`src/rtl/key_irq_controller.sv`:
```
// rtl/key_irq_controller.sv - debounced key capture, key-code FIFO and CPU interrupt source
//
// Ports:
//   clk       in   1   single clock, all state on posedge
//   reset     in   1   asynchronous active-high reset
//   key_raw   in   1   raw key level, asynchronous, high = pressed
//   key_code  in   8   code captured on each debounced press
//   irq_ack   in   1   CPU takes the interrupt (one-cycle pulse)
//   pop       in   1   remove FIFO head (one-cycle pulse)
//   irq       out  1   registered interrupt request
//   data_out  out  32  {24'b0, head code}, zero when the FIFO is empty
//   count     out  $clog2(FIFO_DEPTH)+1  FIFO occupancy
//   overflow  out  1   sticky, a press was dropped because the FIFO was full
module key_irq_controller #(
   parameter int FIFO_DEPTH      = 4,
   parameter int DEBOUNCE_CYCLES = 4
) (
   input  logic                          clk,
   input  logic                          reset,
   input  logic                          key_raw,
   input  logic [7:0]                    key_code,
   input  logic                          irq_ack,
   input  logic                          pop,
   output logic                          irq,
   output logic [31:0]                   data_out,
   output logic [$clog2(FIFO_DEPTH):0]   count,
   output logic                          overflow
);

   localparam int PTR_W = $clog2(FIFO_DEPTH);
   localparam int CNT_W = PTR_W + 1;
   localparam logic [7:0] DB_LAST = 8'(DEBOUNCE_CYCLES - 1);

   typedef enum logic [1:0] {
      DB_IDLE,
      DB_PRESS_WAIT,
      DB_PRESSED,
      DB_RELEASE_WAIT
   } db_state_t;

   typedef enum logic [1:0] {
      IRQ_IDLE,
      IRQ_PEND,
      IRQ_SERVICE
   } irq_state_t;

   // synchronizer
   logic r_s1;
   logic r_s2;

   always_ff @(posedge clk or posedge reset) begin
      if (reset) begin
         r_s1 <= 1'b0;
         r_s2 <= 1'b0;
      end else begin
         r_s1 <= key_raw;
         r_s2 <= r_s1;
      end
   end

   // debounce FSM
   db_state_t  r_db_state;
   db_state_t  w_db_next;
   logic [7:0] r_cnt;
   logic [7:0] w_cnt_next;
   logic       w_press;

   always_ff @(posedge clk or posedge reset) begin
      if (reset) begin
         r_db_state <= DB_IDLE;
         r_cnt      <= 8'd0;
      end else begin
         r_db_state <= w_db_next;
         r_cnt      <= w_cnt_next;
      end
   end

   always_comb begin
      w_db_next  = r_db_state;
      w_cnt_next = r_cnt;
      w_press    = 1'b0;
      case (r_db_state)
         DB_IDLE: begin
            w_cnt_next = 8'd0;
            if (r_s2) begin
               // a single stable sample is already enough: skip the wait state
               if (DEBOUNCE_CYCLES == 1) begin
                  w_db_next = DB_PRESSED;
                  w_press   = 1'b1;
               end else begin
                  w_db_next  = DB_PRESS_WAIT;
                  w_cnt_next = 8'd1;
               end
            end
         end
         DB_PRESS_WAIT: begin
            if (!r_s2) begin
               w_db_next  = DB_IDLE;
               w_cnt_next = 8'd0;
            end else if (r_cnt == DB_LAST) begin
               w_db_next  = DB_PRESSED;
               w_cnt_next = 8'd0;
               w_press    = 1'b1;
            end else begin
               w_cnt_next = r_cnt + 8'd1;
            end
         end
         DB_PRESSED: begin
            w_cnt_next = 8'd0;
            if (!r_s2) begin
               if (DEBOUNCE_CYCLES == 1) begin
                  w_db_next = DB_IDLE;
               end else begin
                  w_db_next  = DB_RELEASE_WAIT;
                  w_cnt_next = 8'd1;
               end
            end
         end
         DB_RELEASE_WAIT: begin
            if (r_s2) begin
               w_db_next  = DB_PRESSED;
               w_cnt_next = 8'd0;
            end else if (r_cnt == DB_LAST) begin
               w_db_next  = DB_IDLE;
               w_cnt_next = 8'd0;
            end else begin
               w_cnt_next = r_cnt + 8'd1;
            end
         end
         default: begin
            w_db_next  = DB_IDLE;
            w_cnt_next = 8'd0;
         end
      endcase
   end

   // key-code FIFO
   logic [7:0]       r_mem [FIFO_DEPTH];
   logic [PTR_W-1:0] r_wr_ptr;
   logic [PTR_W-1:0] r_rd_ptr;
   logic [CNT_W-1:0] r_count;
   logic             r_overflow;
   logic             w_full;
   logic             w_empty;
   logic             w_pop_ok;
   logic             w_push_ok;

   assign w_full    = (r_count == CNT_W'(FIFO_DEPTH));
   assign w_empty   = (r_count == '0);
   assign w_pop_ok  = pop && !w_empty;
   // a pop in the same cycle frees the slot, so a full FIFO still accepts the push
   assign w_push_ok = w_press && (!w_full || w_pop_ok);

   always_ff @(posedge clk or posedge reset) begin
      if (reset) begin
         r_wr_ptr   <= '0;
         r_rd_ptr   <= '0;
         r_count    <= '0;
         r_overflow <= 1'b0;
      end else begin
         if (w_push_ok) begin
            r_wr_ptr <= r_wr_ptr + 1'b1;
         end
         if (w_pop_ok) begin
            r_rd_ptr <= r_rd_ptr + 1'b1;
         end
         if (w_push_ok && !w_pop_ok) begin
            r_count <= r_count + 1'b1;
         end else if (w_pop_ok && !w_push_ok) begin
            r_count <= r_count - 1'b1;
         end
         if (w_press && !w_push_ok) begin
            r_overflow <= 1'b1;
         end
      end
   end

   // storage needs no reset: data_out is masked by the empty flag
   always_ff @(posedge clk) begin
      if (w_push_ok) begin
         r_mem[r_wr_ptr] <= key_code;
      end
   end

   assign data_out = w_empty ? 32'd0 : {24'd0, r_mem[r_rd_ptr]};
   assign count    = r_count;
   assign overflow = r_overflow;

   // interrupt FSM
   irq_state_t r_irq_state;
   irq_state_t w_irq_next;
   logic       r_irq;

   always_ff @(posedge clk or posedge reset) begin
      if (reset) begin
         r_irq_state <= IRQ_IDLE;
         r_irq       <= 1'b0;
      end else begin
         r_irq_state <= w_irq_next;
         r_irq       <= (w_irq_next == IRQ_PEND);
      end
   end

   always_comb begin
      w_irq_next = r_irq_state;
      case (r_irq_state)
         IRQ_IDLE: begin
            if (!w_empty) begin
               w_irq_next = IRQ_PEND;
            end
         end
         IRQ_PEND: begin
            if (irq_ack) begin
               w_irq_next = IRQ_SERVICE;
            end
         end
         IRQ_SERVICE: begin
            // returning to idle re-raises irq next cycle if codes remain
            if (pop) begin
               w_irq_next = IRQ_IDLE;
            end
         end
         default: begin
            w_irq_next = IRQ_IDLE;
         end
      endcase
   end

   assign irq = r_irq;

endmodule

```
`config.mk`:
```
export PLATFORM = sky130hd
export DESIGN_NAME = key_irq_controller
export DESIGN_NICKNAME = d
export VERILOG_FILES = /design/src/rtl/key_irq_controller.sv
export SDC_FILE = /design/constraint.sdc
export NUM_CORES = 1
export LEC_CHECK = 0
export BUFFER_PORTS_ARGS = -buffer_cell sky130_fd_sc_hd__buf_2
export CORE_MARGIN = 2
export CORE_UTILIZATION = 58
export CTS_CLUSTER_SIZE = 12
export DETAILED_ROUTE_END_ITERATION = 8
export GPL_TIMING_DRIVEN = 0
export PLACE_DENSITY = 0.81
export SYNTH_ARGS = -nofsm -noshare
export SYNTH_HDL_FRONTEND = slang
export SYNTH_SLANG_ARGS = --single-unit
```
`constraint.sdc`:
```
create_clock -name clk -period 5.3 [get_ports clk]
set_input_delay 1.325 -clock clk [delete_from_list [all_inputs] [get_ports clk]]
set_output_delay 1.325 -clock clk [all_outputs]
set_load 0.01 [all_outputs]
```
## Word level (Yosys, flattened, before mapping)

Memory sizes are Yosys's and may differ from the RTL's.
Cells that the tools add are included.

| storage, ports and cells | value |
|---|---|
| bits in writable memories | 32 |
| logic and storage cells | 68 |
| register bits | 23 |
| memories | 1 |

Memories:

| name | words | bits a word | read ports | clocked after Yosys merged registers in | wr ports | RTL line | source |
|---|---|---|---|---|---|---|---|
| r_mem | 4 | 8 | 1 | 0 | 1 | 138 | `logic [7:0] r_mem [FIFO_DEPTH];` |

| cells by class | value |
|---|---|
| mux-type cells | 25 |
| add/sub/neg operators | 5 |
| reductions and logical operators | 15 |
| equality and inequality tests | 12 |

Operator list:

| operator | count |
|---|---|
| two-way mux 8 bit | 4 |
| one-hot mux 8 bit (4 select lines) | 1 |
| two-way mux 2 bit | 9 |
| adder 8 x 1 -> 8 bit (second input constant) | 1 |
| == test 8 x 2 -> 1 bit (second input constant) | 1 |
| one-hot mux 2 bit (4 select lines) | 1 |
| two-way mux 1 bit | 7 |
| == test 2 x 1 -> 1 bit (second input constant) | 3 |
| == test 2 bit (second input constant) | 3 |
| two-way mux 3 bit | 2 |
| != test 3 bit (second input constant) | 2 |
| one-hot mux 2 bit (3 select lines) | 1 |
| logical AND 1 bit | 5 |
| adder 2 x 1 -> 2 bit (second input constant) | 2 |
| zero test 1 bit | 4 |
| zero test 2 bit | 2 |
| != test 2 bit (second input constant) | 2 |
| AND reduction 4 bit | 1 |
| adder 3 x 1 -> 3 bit (second input constant) | 1 |
| == test 3 bit (second input constant) | 1 |
| zero test 3 bit | 1 |
| subtractor 3 x 1 -> 3 bit (second input constant) | 1 |
| nonzero test 2 bit | 1 |
| logical OR 1 bit | 1 |

## Depth between registers and ports, before layout

Gate-level depths: netlist of the first run.

| logic depth | value |
|---|---|
| word-level depth | 9 |
| gate-level depth with buffers | 9 |

## Least setup slack after synthesis of the first run

No wires, ideal clock.

| path | value |
|---|---|
| path type | input to register |
| start point | input pop |
| end point | register r_count[1] (netlist: count[1]) |
| path slack | 2.251 ns |
| path buffers | 0 |
| cell stages on the path | 6 |
| arrival time | 2.924 ns |
| data required time | 5.175 ns |
| cell sequence | nor4b_1 nor4_4 ha_1 inv_1 fa_1 mux2_2 |

| between the ends | value |
|---|---|
| cells in the longest elaborated chain, start to end | 6 |
| elaborated cells between the ends (all ways) | 9 |
| those cells by class | 1 x mux; 8 x reduce/logical |

Ends and longest elaborated chain:

| element | RTL line | source |
|---|---|---|
| start: declaration | 23 | `input logic pop,` |
| logical AND 1 bit (*) | 150 | `assign w_pop_ok = pop && !w_empty;` |
| logical OR 1 bit (*) | 152 | `assign w_push_ok = w_press && (!w_full \|\| w_pop_ok);` |
| logical AND 1 bit (*) | 152 |  |
| via w_push_ok | 146 | `logic w_push_ok;` |
| zero test 1 bit | 169 | `end else if (w_pop_ok && !w_push_ok) begin` |
| logical AND 1 bit | 169 |  |
| nonzero test 2 bit (no line) | n/a |  |
| end signal: assignment | 168 | `r_count <= r_count + 1'b1;` |
| end signal: assignment | 170 | `r_count <= r_count - 1'b1;` |
| end: declaration | 141 | `logic [CNT_W-1:0] r_count;` |

Mark *: on every way through the listed nets, which the timed path passes. The rest lies on a longest branch.
A chain may end at the register's enable or synchronous reset.

## Worst setup path after layout of the first run

| path | value |
|---|---|
| start point | register r_rd_ptr[0] |
| end point | output data_out[5] |

| between the ends | value |
|---|---|
| cells in the longest elaborated chain, start to end | 2 |

Ends and longest elaborated chain:

| element | RTL line | source |
|---|---|---|
| start: declaration | 140 | `logic [PTR_W-1:0] r_rd_ptr;` |
| start signal: assignment | 165 | `r_rd_ptr <= r_rd_ptr + 1'b1;` |
| memory read (4 x 8 bit) | n/a |  |
| two-way mux 8 bit | 185 | `assign data_out = w_empty ? 32'd0 : {24'd0, r_mem[r_rd_ptr]};` |
| end: declaration | 25 | `output logic [31:0] data_out,` |

Every way passes these cells.

==> flow_metrics.env, run 1 <==
export IMPL_yosysTopAreaCell="edfxtp_1"
export IMPL_met3_usage=0.0509
export IMPL_drc=0
export IMPL_crit_buf_inv=2
export IMPL_dieWidth_um=69.6
export IMPL_grt_busiest_layer="met2"
export IMPL_holdPathEnd="r_s2$_DFF_PP0_"
export IMPL_critPathKind="reg -> out"
export IMPL_max_freq_mhz=321
export IMPL_crit_cells=4
export IMPL_clk_pin_slew_ps=90
export IMPL_io_pins=50
export IMPL_max_stage_delay_ps=560
export IMPL_yosys_top_cells_count="edfxtp_1 (32), buf_4 (24), dfrtp_1 (23)"
export IMPL_finClkSkew_ps=5.42
export IMPL_rows=23
export IMPL_syn_avg_cell_area_um2=14.6
export IMPL_worstPathArrival_ps=1790
export IMPL_cts_buffers=5
export IMPL_status="finished clean"
export IMPL_intPower_uw=904
export IMPL_reg2reg_slack_ps=2550
export IMPL_synth_top_area_frac=0.385
export IMPL_drv_cap=0
export IMPL_peakVddDrop_mv=0.282
export IMPL_finalMaxSlewViolations=0
export IMPL_ys_seq_area_frac=0.616
export IMPL_dr_total_vias=1370
export IMPL_drtPass1Iterations=4
export IMPL_slew_headroom=0.431
export IMPL_drtIter0Drc=64
export IMPL_synth_flop_cell="edfxtp_1"
export IMPL_area_growth_pct=16.3
export IMPL_die_h_um=69.6
export IMPL_worstSetupStartpointType="flop"
export IMPL_core_mm2=0.00406
export IMPL_power_frac_comb=0.309
export IMPL_antenna_found_initial=0
export IMPL_synth_area_leaders="edfxtp_1 (39%), dfrtp_1 (23%), buf_4 (7.2%)"
export IMPL_finalWirelength_mm=3.92
export IMPL_timing_rr_start="r_cnt[0]$_DFF_PP0_"
export IMPL_dp_hpwl_mm=2.71
export IMPL_cts_sinks=55
export IMPL_grt_pass1_vias=1341
export IMPL_synthesis_area_mm2=0.00249
export IMPL_cts_resized_gates=0
export IMPL_p_leak_nw=1.24
export IMPL_setup_viol=0
export IMPL_root_buffer="clkbuf_8"
export IMPL_die_area_mm2=0.00484
export IMPL_hp_class="reg -> reg"
export IMPL_hold_violations=0
export IMPL_p_switching_uw=381
export IMPL_min_path_cells=0
export IMPL_portBuffers=25
export IMPL_cp_max_fo=10
export IMPL_rsz0062_at_grt="no"
export IMPL_hold_start="r_s1$_DFF_PP0_"
export IMPL_pwr_share_clk=0.247
export IMPL_drt_vias_per_instance=4.95
export IMPL_gp_congestion=0.784
export IMPL_tns_ps=0
export IMPL_critPathTopFamily="multiplexers"
export IMPL_yosys_warnings=0
export IMPL_totalPowerFinal_mw=1.28
export IMPL_switching_share=0.296
export IMPL_nets=246
export IMPL_grt_max_degree=24
export IMPL_met1_usage=0.224
export IMPL_reg2reg_to="count[2]$_DFFE_PP0P_"
export IMPL_fin_crit_ps=3120
export IMPL_grt_overflow=0
export IMPL_grt_pass1_wl_mm=6.39
export IMPL_ys_seq_elements=55
export IMPL_cpMostUsedCell="buf_2"
export IMPL_power_frac_seq=0.444
export IMPL_grtUsageMet2=0.287
export IMPL_r2r_cells=9
export IMPL_crit_chain="buf_2 -> mux4_2 -> and2_1 -> buf_2"
export IMPL_initial_core_util=0.615
export IMPL_grt_usage=0.175
export IMPL_synth_cell_types=33
export IMPL_p_per_area_mw_per_mm2=443
export IMPL_required_ps=3970
export IMPL_postCtsSetupBuffers=0
export IMPL_post_synth_top_count_cell="edfxtp_1"
export IMPL_utilization=0.715
export IMPL_synth_edf_count=32
export IMPL_cts_hold_buffers=0
export IMPL_critPathSlowestCell="mux4_2"
export IMPL_n_antenna_cell=0
export IMPL_finalCritPeriodShare=0.588
export IMPL_synthArstFlopShare=0.418
export IMPL_fillers=279
export IMPL_syn_inst=171
export IMPL_ant_nets=0
export IMPL_clk_latency_ps=300
export IMPL_wl_per_cell_um=14.1
export IMPL_holdWs_ps=362
export IMPL_tritoncts="yes"
export IMPL_end_kind="primary output"
export IMPL_htree_levels=2
export IMPL_worstMarginPinSlew_ps=853
export IMPL_cts_buffer_depth=2
export IMPL_drive_gt1_frac=0.335
-- worst register-to-register path: cells and delay by family (launching register included) --
| family | cells | cell delay (ps) |
|---|---|---|
| xor gates and xnor gates | 2 | 310 |
| adders and majority gates | 3 | 940 |
| buffers and inverters | 1 | 60 |
| DFF | 1 | 430 |
| and+or+nand+nor | 3 | 950 |
-- stage by stage --
step	worst slack [ps]	instances	cell area (um2)
2_1_floorplan	2250	194	2580
3_3_place_gp	1940	269	2770
3_5_place_dp	1900	269	2770
4_1_cts	2150	277	2900
5_1_grt	2080	277	2900
6_report	2180	277	2900
-- final cells by class --
class | instances | area [um2] | area share
plain buffers | 27 | 193 | 0.0664
clock buffers | 6 | 72.6 | 0.0250
clock inverters | 2 | 60.1 | 0.0207
inverters | 6 | 22.5 | 0.00777
multi-input cells | 106 | 828 | 0.286
flip-flops and latches | 55 | 1540 | 0.530
well taps | 50 | 62.6 | 0.0216
repair buffers | 25 | 125 | 0.0431
-- kinds of logic (layout without fill, tap and decap cells) --
family	Yosys count	count (layout)	synth area share
flops	55	55	0.616
simple gates	41	41	0.103
buf+inv	33	66	0.0863
compound gates	12	12	0.0301
xor+xnor	11	11	0.0386
mux	11	11	0.0858
fa+ha+maj	7	7	0.0381
other cells	1	24	0.00150
-- how the worst max path moves through the flow --
stage | slack, ps | end | start
final | 2180 | data_out[5] | r_rd_ptr[0]$_DFFE_PP0P_
after global routing | 2080 | data_out[1] | r_rd_ptr[0]$_DFFE_PP0P_
after CTS | 2150 | data_out[5] | r_rd_ptr[0]$_DFFE_PP0P_
after detailed placement | 1900 | count[1]$_DFFE_PP0P_ | pop
after global placement | 1940 | count[1]$_DFFE_PP0P_ | pop
after floorplan | 2250 | count[1]$_DFFE_PP0P_ | pop
-- state kept, by name (all words and copies together) (netlist names), named ones only --
register     cells
count            3
irq              1
overflow         1
r_cnt            8
r_db_state       1
r_irq_state      2
r_mem           32
r_rd_ptr         2
r_s1             1
r_s2             1
r_wr_ptr         2
-- power by group through the flow --
stage          combinational, mW  sequential (mW)  clock [mW]
5_1_grt                    0.440            0.580       0.337
4_1_cts                    0.404            0.570       0.320
3_5_place_dp               0.402            0.578           0
2_1_floorplan              0.284            0.576           0
3_3_place_gp               0.389            0.575           0
6_report                   0.397            0.570       0.317
-- cells in the final DEF, fill, tap and decap left out, types with 6 or more instances in the layout --
master,synthesis,layout
conb_1,1,24
ha_1,6,6
dfrtp_1,23,23
inv_1,6,6
and2_1,8,8
buf_2,1,26
nor2_1,7,7
buf_4,24,24
edfxtp_1,32,32
xnor2_1,6,6
mux4_2,8,8
-- layer usage --
layer	vias up	routed length, um
met5	-	0
met4	0	53
met3	6	284
met2	49	1840
met1	644	1730
li1	671	-
(Power assumes the default switching activity.)
==> inputs of run 2 (changes only) <==
Settings changed: CORE_UTILIZATION 58 to 54, PLACE_DENSITY 0.81 to 0.76.
Clock period 5.3 ns to 3.15 ns, I/O delays scaled along.
==> run 2 against run 1 <==
Core utilization fell by 6.2 points. Sequential power rose by 68%. First-iteration DRC count rose by 16%. Die area rose by 7.0%. Total power rose by 61%. Clock-buffer cell count fell by 1. Worst hold slack got worse by 6.5 ps. Worst setup slack got worse by 1800 ps. Highest routed layer unchanged.
==> flow_metrics.env, run 2 (synthesis gave the netlist of run 1 again) <==
export IMPL_drv_cap=0
export IMPL_grt_pass1_vias=1277
export IMPL_final_common_cell="edfxtp_1"
export IMPL_cts_hold_buffers=0
export IMPL_status="finished clean"
export IMPL_initial_core_util=0.565
export IMPL_critPathLaunch="r_cnt[0]$_DFF_PP0_"
export IMPL_r2r_cells=9
export IMPL_place_inst=271
export IMPL_finalMaxSlewViolations=0
export IMPL_die_area_mm2=0.00518
export IMPL_dp_hpwl_mm=2.61
export IMPL_dieWidth_um=72.0
export IMPL_critPathSlowestCell="or4bb_1"
export IMPL_htree_levels=2
export IMPL_n_antenna_cell=0
export IMPL_critPathTopFamily="simple AND/OR/NAND/NOR gates"
export IMPL_postCtsSetupBuffers=0
export IMPL_fillers=341
export IMPL_io_pins=50
export IMPL_portBuffers=25
export IMPL_clk_pin_slew_ps=90
export IMPL_max_stage_delay_ps=470
export IMPL_timing_rr_start="r_cnt[0]$_DFF_PP0_"
export IMPL_p_leak_nw=1.23
export IMPL_worstSetupStartpointType="flop"
export IMPL_crit_buf_inv=1
export IMPL_die_h_um=72.0
export IMPL_dr_total_vias=1363
export IMPL_hold_start="r_s1$_DFF_PP0_"
export IMPL_area_growth_pct=15.6
export IMPL_setup_viol=0
export IMPL_drtIter0Drc=74
export IMPL_drt_vias_per_instance=4.89
export IMPL_grt_overflow=0
export IMPL_root_buffer="clkbuf_8"
export IMPL_crit_cells=9
export IMPL_drtPass1Iterations=4
export IMPL_grt_pass1_wl_mm=6.11
export IMPL_cts_resized_gates=0
export IMPL_end_kind="flop"
export IMPL_drive_gt1_frac=0.339
export IMPL_hold_violations=0
export IMPL_tns_ps=0
export IMPL_clk_latency_ps=310
export IMPL_wl_per_cell_um=12.9
export IMPL_slew_headroom=0.437
export IMPL_finalCritPeriodShare=0.878
export IMPL_rows=24
export IMPL_min_path_cells=0
export IMPL_rsz0062_at_grt="no"
export IMPL_final_cell_mix="edfxtp_1 (32), buf_2 (26), buf_4 (24), conb_1 (24), dfrtp_1 (23)"
export IMPL_required_ps=3380
export IMPL_critPathKind="reg -> reg"
export IMPL_utilization=0.653
export IMPL_largest_reg_flops=32
export IMPL_drc=0
export IMPL_ant_nets=0
export IMPL_finalWirelength_mm=3.60
export IMPL_cp_max_fo=7
export IMPL_core_mm2=0.00441
export IMPL_hp_class="reg -> reg"
export IMPL_peakVddDrop_mv=0.431
export IMPL_fin_crit_ps=2770
export IMPL_tritoncts="yes"
export IMPL_grt_max_degree=24
export IMPL_cts_buffer_depth=2
export IMPL_max_freq_mhz=362
export IMPL_crit_chain="ha_1 -> or4bb_1 -> nor4_4 -> ha_1 -> inv_1 -> fa_1 -> xor2_1 -> nor2_1 -> xor2_1"
export IMPL_largest_register="r_mem"
export IMPL_finClkSkew_ps=5.19
export IMPL_antenna_found_initial=0
export IMPL_cts_sinks=55
export IMPL_stdcell_count=279
export IMPL_stdcell_area_mm2=0.00288
export IMPL_worstMarginPinSlew_ps=843
export IMPL_place_area_mm2=0.00277
export IMPL_worstPathArrival_ps=3000
export IMPL_p_per_area_mw_per_mm2=718
export IMPL_holdWs_ps=355
export IMPL_gp_congestion=0.768
export IMPL_grt_usage=0.157
export IMPL_cts_buffers=5
export IMPL_nets=246
run 2: changes by cell type in the layout (fill, tap and decap cells not counted), sizes merged:
cell,delta
clkinv,+2
clkbuf,-1
bufinv,-1
run 2: final timing paths:
kind	to	slack (ps)
max in group asynchronous	r_cnt[2]$_DFF_PP0_	1990
hold reg to reg	r_s2$_DFF_PP0_	360
setup reg to reg	count[2]$_DFFE_PP0P_	380
setup / recovery	count[2]$_DFFE_PP0P_	380
hold / removal	r_s2$_DFF_PP0_	360
min in group asynchronous	count[1]$_DFFE_PP0P_	640
run 2: routing by layer:
| metal | GRT usage | vias to the layer above | routed length, um |
|---|---|---|---|
| li1 | - | 672 | - |
| met1 | 0.227 | 636 | 1760 |
| met2 | 0.235 | 49 | 1530 |
| met3 | 0.0403 | 6 | 249 |
| met4 | 0.0566 | 0 | 55 |
| met5 | 0 | - | 0 |
run 2: stage by stage:
step / power (mW) / setup slack (ps)
4_1_cts: 2.10 / 345
3_3_place_gp: 1.62 / 329
3_5_place_dp: 1.64 / 323
6_report: 2.07 / 384
5_1_grt: 2.22 / 124
2_1_floorplan: 1.45 / 639
run 2: final cells by class:
| class | instances | area [um2] | area share |
|---|---|---|---|
| plain buffers | 27 | 193 | 0.0668 |
| multi-input cells | 106 | 828 | 0.287 |
| clock buffers | 5 | 68.8 | 0.0239 |
| repair buffers | 25 | 125 | 0.0434 |
| clock inverters | 3 | 43.8 | 0.0152 |
| inverters | 6 | 22.5 | 0.00781 |
| flip-flops and latches | 55 | 1540 | 0.533 |
| well taps | 52 | 65.1 | 0.0226 |
run 2: report_power, final:
| group | total, mW | internal (mW) | switching [mW] |
|---|---|---|---|
| registers | 0.955 | 0.863 | 0.0919 |
| clock network | 0.456 | 0.237 | 0.219 |
| logic | 0.658 | 0.338 | 0.320 |
| total | 2.07 | 1.44 | 0.631 |
==> inputs of run 3 (changes only) <==
Clock period 3.15 ns to 2.75 ns, I/O delays scaled along.
==> run 3 against run 2 <==
Combinational power grew 18%. Largest power group unchanged. Highest routed layer unchanged. Cell area grew 1.0%. Non-clock buffer count grew 2.
==> flow_metrics.env, run 3 (synthesis gave the netlist of run 1 again) <==
export IMPL_htree_levels=2
export IMPL_finalCritPeriodShare=0.919
export IMPL_hold_violations=0
export IMPL_stdcell_count=281
export IMPL_fin_crit_ps=2530
export IMPL_rows=24
export IMPL_die_h_um=72.0
export IMPL_drt_vias_per_instance=4.87
export IMPL_required_ps=2980
export IMPL_worstSetupStartpointType="flop"
export IMPL_largest_reg_flops=32
export IMPL_n_antenna_cell=0
export IMPL_grt_usage=0.157
export IMPL_dp_hpwl_mm=2.61
export IMPL_finalMaxSlewViolations=0
export IMPL_drc=0
export IMPL_finalWirelength_mm=3.63
export IMPL_seqCellArea_mm2=0.00154
export IMPL_drv_cap=0
export IMPL_status="finished clean"
export IMPL_portBuffers=25
export IMPL_multi_input_area_um2=843
export IMPL_stdcell_area_mm2=0.00291
export IMPL_antenna_found_initial=0
export IMPL_finClkSkew_ps=6.92
export IMPL_hp_class="reg -> reg"
export IMPL_tns_ps=0
export IMPL_totalPowerFinal_mw=2.40
export IMPL_grt_max_degree=24
export IMPL_holdWs_ps=355
export IMPL_drtPass1Iterations=4
export IMPL_cp_max_fo=5
export IMPL_crit_chain="ha_4 -> or4bb_1 -> nor4_4 -> ha_2 -> inv_1 -> fa_1 -> xor2_1 -> nor2_1 -> xor2_1"
export IMPL_peakVddDrop_mv=0.498
export IMPL_grt_pass1_vias=1285
export IMPL_grt_pass1_wl_mm=6.13
export IMPL_critPathSlowestCell="or4bb_1"
export IMPL_drive_gt1_frac=0.354
export IMPL_p_per_area_mw_per_mm2=822
export IMPL_end_kind="flop"
export IMPL_max_freq_mhz=396
export IMPL_place_area_mm2=0.00277
export IMPL_pre_cts_ws_ps=-9.83
export IMPL_core_mm2=0.00441
export IMPL_nets=248
export IMPL_cts_sinks=55
export IMPL_setup_viol=0
export IMPL_cts_buffers=5
export IMPL_final_common_cell="edfxtp_1"
export IMPL_initial_core_util=0.565
export IMPL_worstMarginPinSlew_ps=849
export IMPL_die_area_mm2=0.00518
export IMPL_critPathKind="reg -> reg"
export IMPL_gp_congestion=0.768
export IMPL_slew_headroom=0.433
export IMPL_ant_nets=0
export IMPL_cts_buffer_depth=2
export IMPL_rsz0062_at_grt="no"
export IMPL_dr_total_vias=1369
export IMPL_clk_latency_ps=310
export IMPL_largest_register="r_mem"
export IMPL_tritoncts="yes"
export IMPL_drtIter0Drc=67
export IMPL_fillers=337
export IMPL_worstPathArrival_ps=2760
export IMPL_root_buffer="clkbuf_8"
export IMPL_area_growth_pct=16.8
export IMPL_wl_per_cell_um=12.9
export IMPL_dieWidth_um=72.0
export IMPL_worst_slack_ps=223
export IMPL_clk_pin_slew_ps=90
export IMPL_utilization=0.660
export IMPL_max_stage_delay_ps=450
export IMPL_p_leak_nw=1.24
export IMPL_place_inst=271
export IMPL_final_cell_mix="edfxtp_1 (32), buf_2 (26), buf_4 (26), conb_1 (24), dfrtp_1 (23)"
export IMPL_grt_overflow=0
export IMPL_cts_hold_buffers=0
export IMPL_cpMostUsedCell="xor2_1"
export IMPL_io_pins=50
run 3: changes by cell type in the layout (fill, tap and decap cells not counted), sizes merged:
cell / before / now
buf: 50 / 52
run 3: layout make-up:
type,instances,area share
Multi-Input combinational cell,106,0.290
Inverter,6,0.00773
Buffer,27,0.0662
Clock buffer,5,0.0236
Tap cell,52,0.0223
Sequential cell,55,0.527
Clock inverter,3,0.0150
Timing Repair Buffer,27,0.0481
run 3: what timing repair did:
| action | CTS | global route |
|---|---|---|
| pin swaps | 1 | 1 |
| gates resized for setup | 0 | 3 |
| cloned | 0 | 0 |
| endpoints found under the setup margin | 1 | 1 |
| setup buffers | 1 | 1 |
run 3: path summary, 6_finish.rpt:
path | startpoint | end | slack [ps] | depth (start not counted)
max | r_cnt[1]$_DFF_PP0_ | count[2]$_DFFE_PP0P_ | 220 | 9
min | r_s1$_DFF_PP0_ | r_s2$_DFF_PP0_ | 350 | 0
max reg2reg | r_cnt[1]$_DFF_PP0_ | count[2]$_DFFE_PP0P_ | 220 | 9
min reg2reg | r_s1$_DFF_PP0_ | r_s2$_DFF_PP0_ | 350 | 0
max in group asynchronous | reset | r_cnt[2]$_DFF_PP0_ | 1690 | 2
min in group asynchronous | reset | count[1]$_DFFE_PP0P_ | 540 | 2
run 3: metal layers:
layer / GRT usage / wire length [um]
met5: 0 / 0
met3: 0.0403 / 238
met2: 0.236 / 1540
met4: 0.0566 / 55
met1: 0.228 / 1790
run 3: report_power, final:
group	total, mW	switching [mW]	internal (mW)
sequential	1.10	0.107	0.989
clock	0.522	0.250	0.271
combinational	0.778	0.375	0.404
run 3: worst max-delay path: cells and delay by family (launching register included):
kind	cells	cell delay, ps
DFF	1	430
xor gates and xnor gates	2	310
and+or+nand+nor	3	850
adders and majority gates	3	800
buffers and inverters	1	50
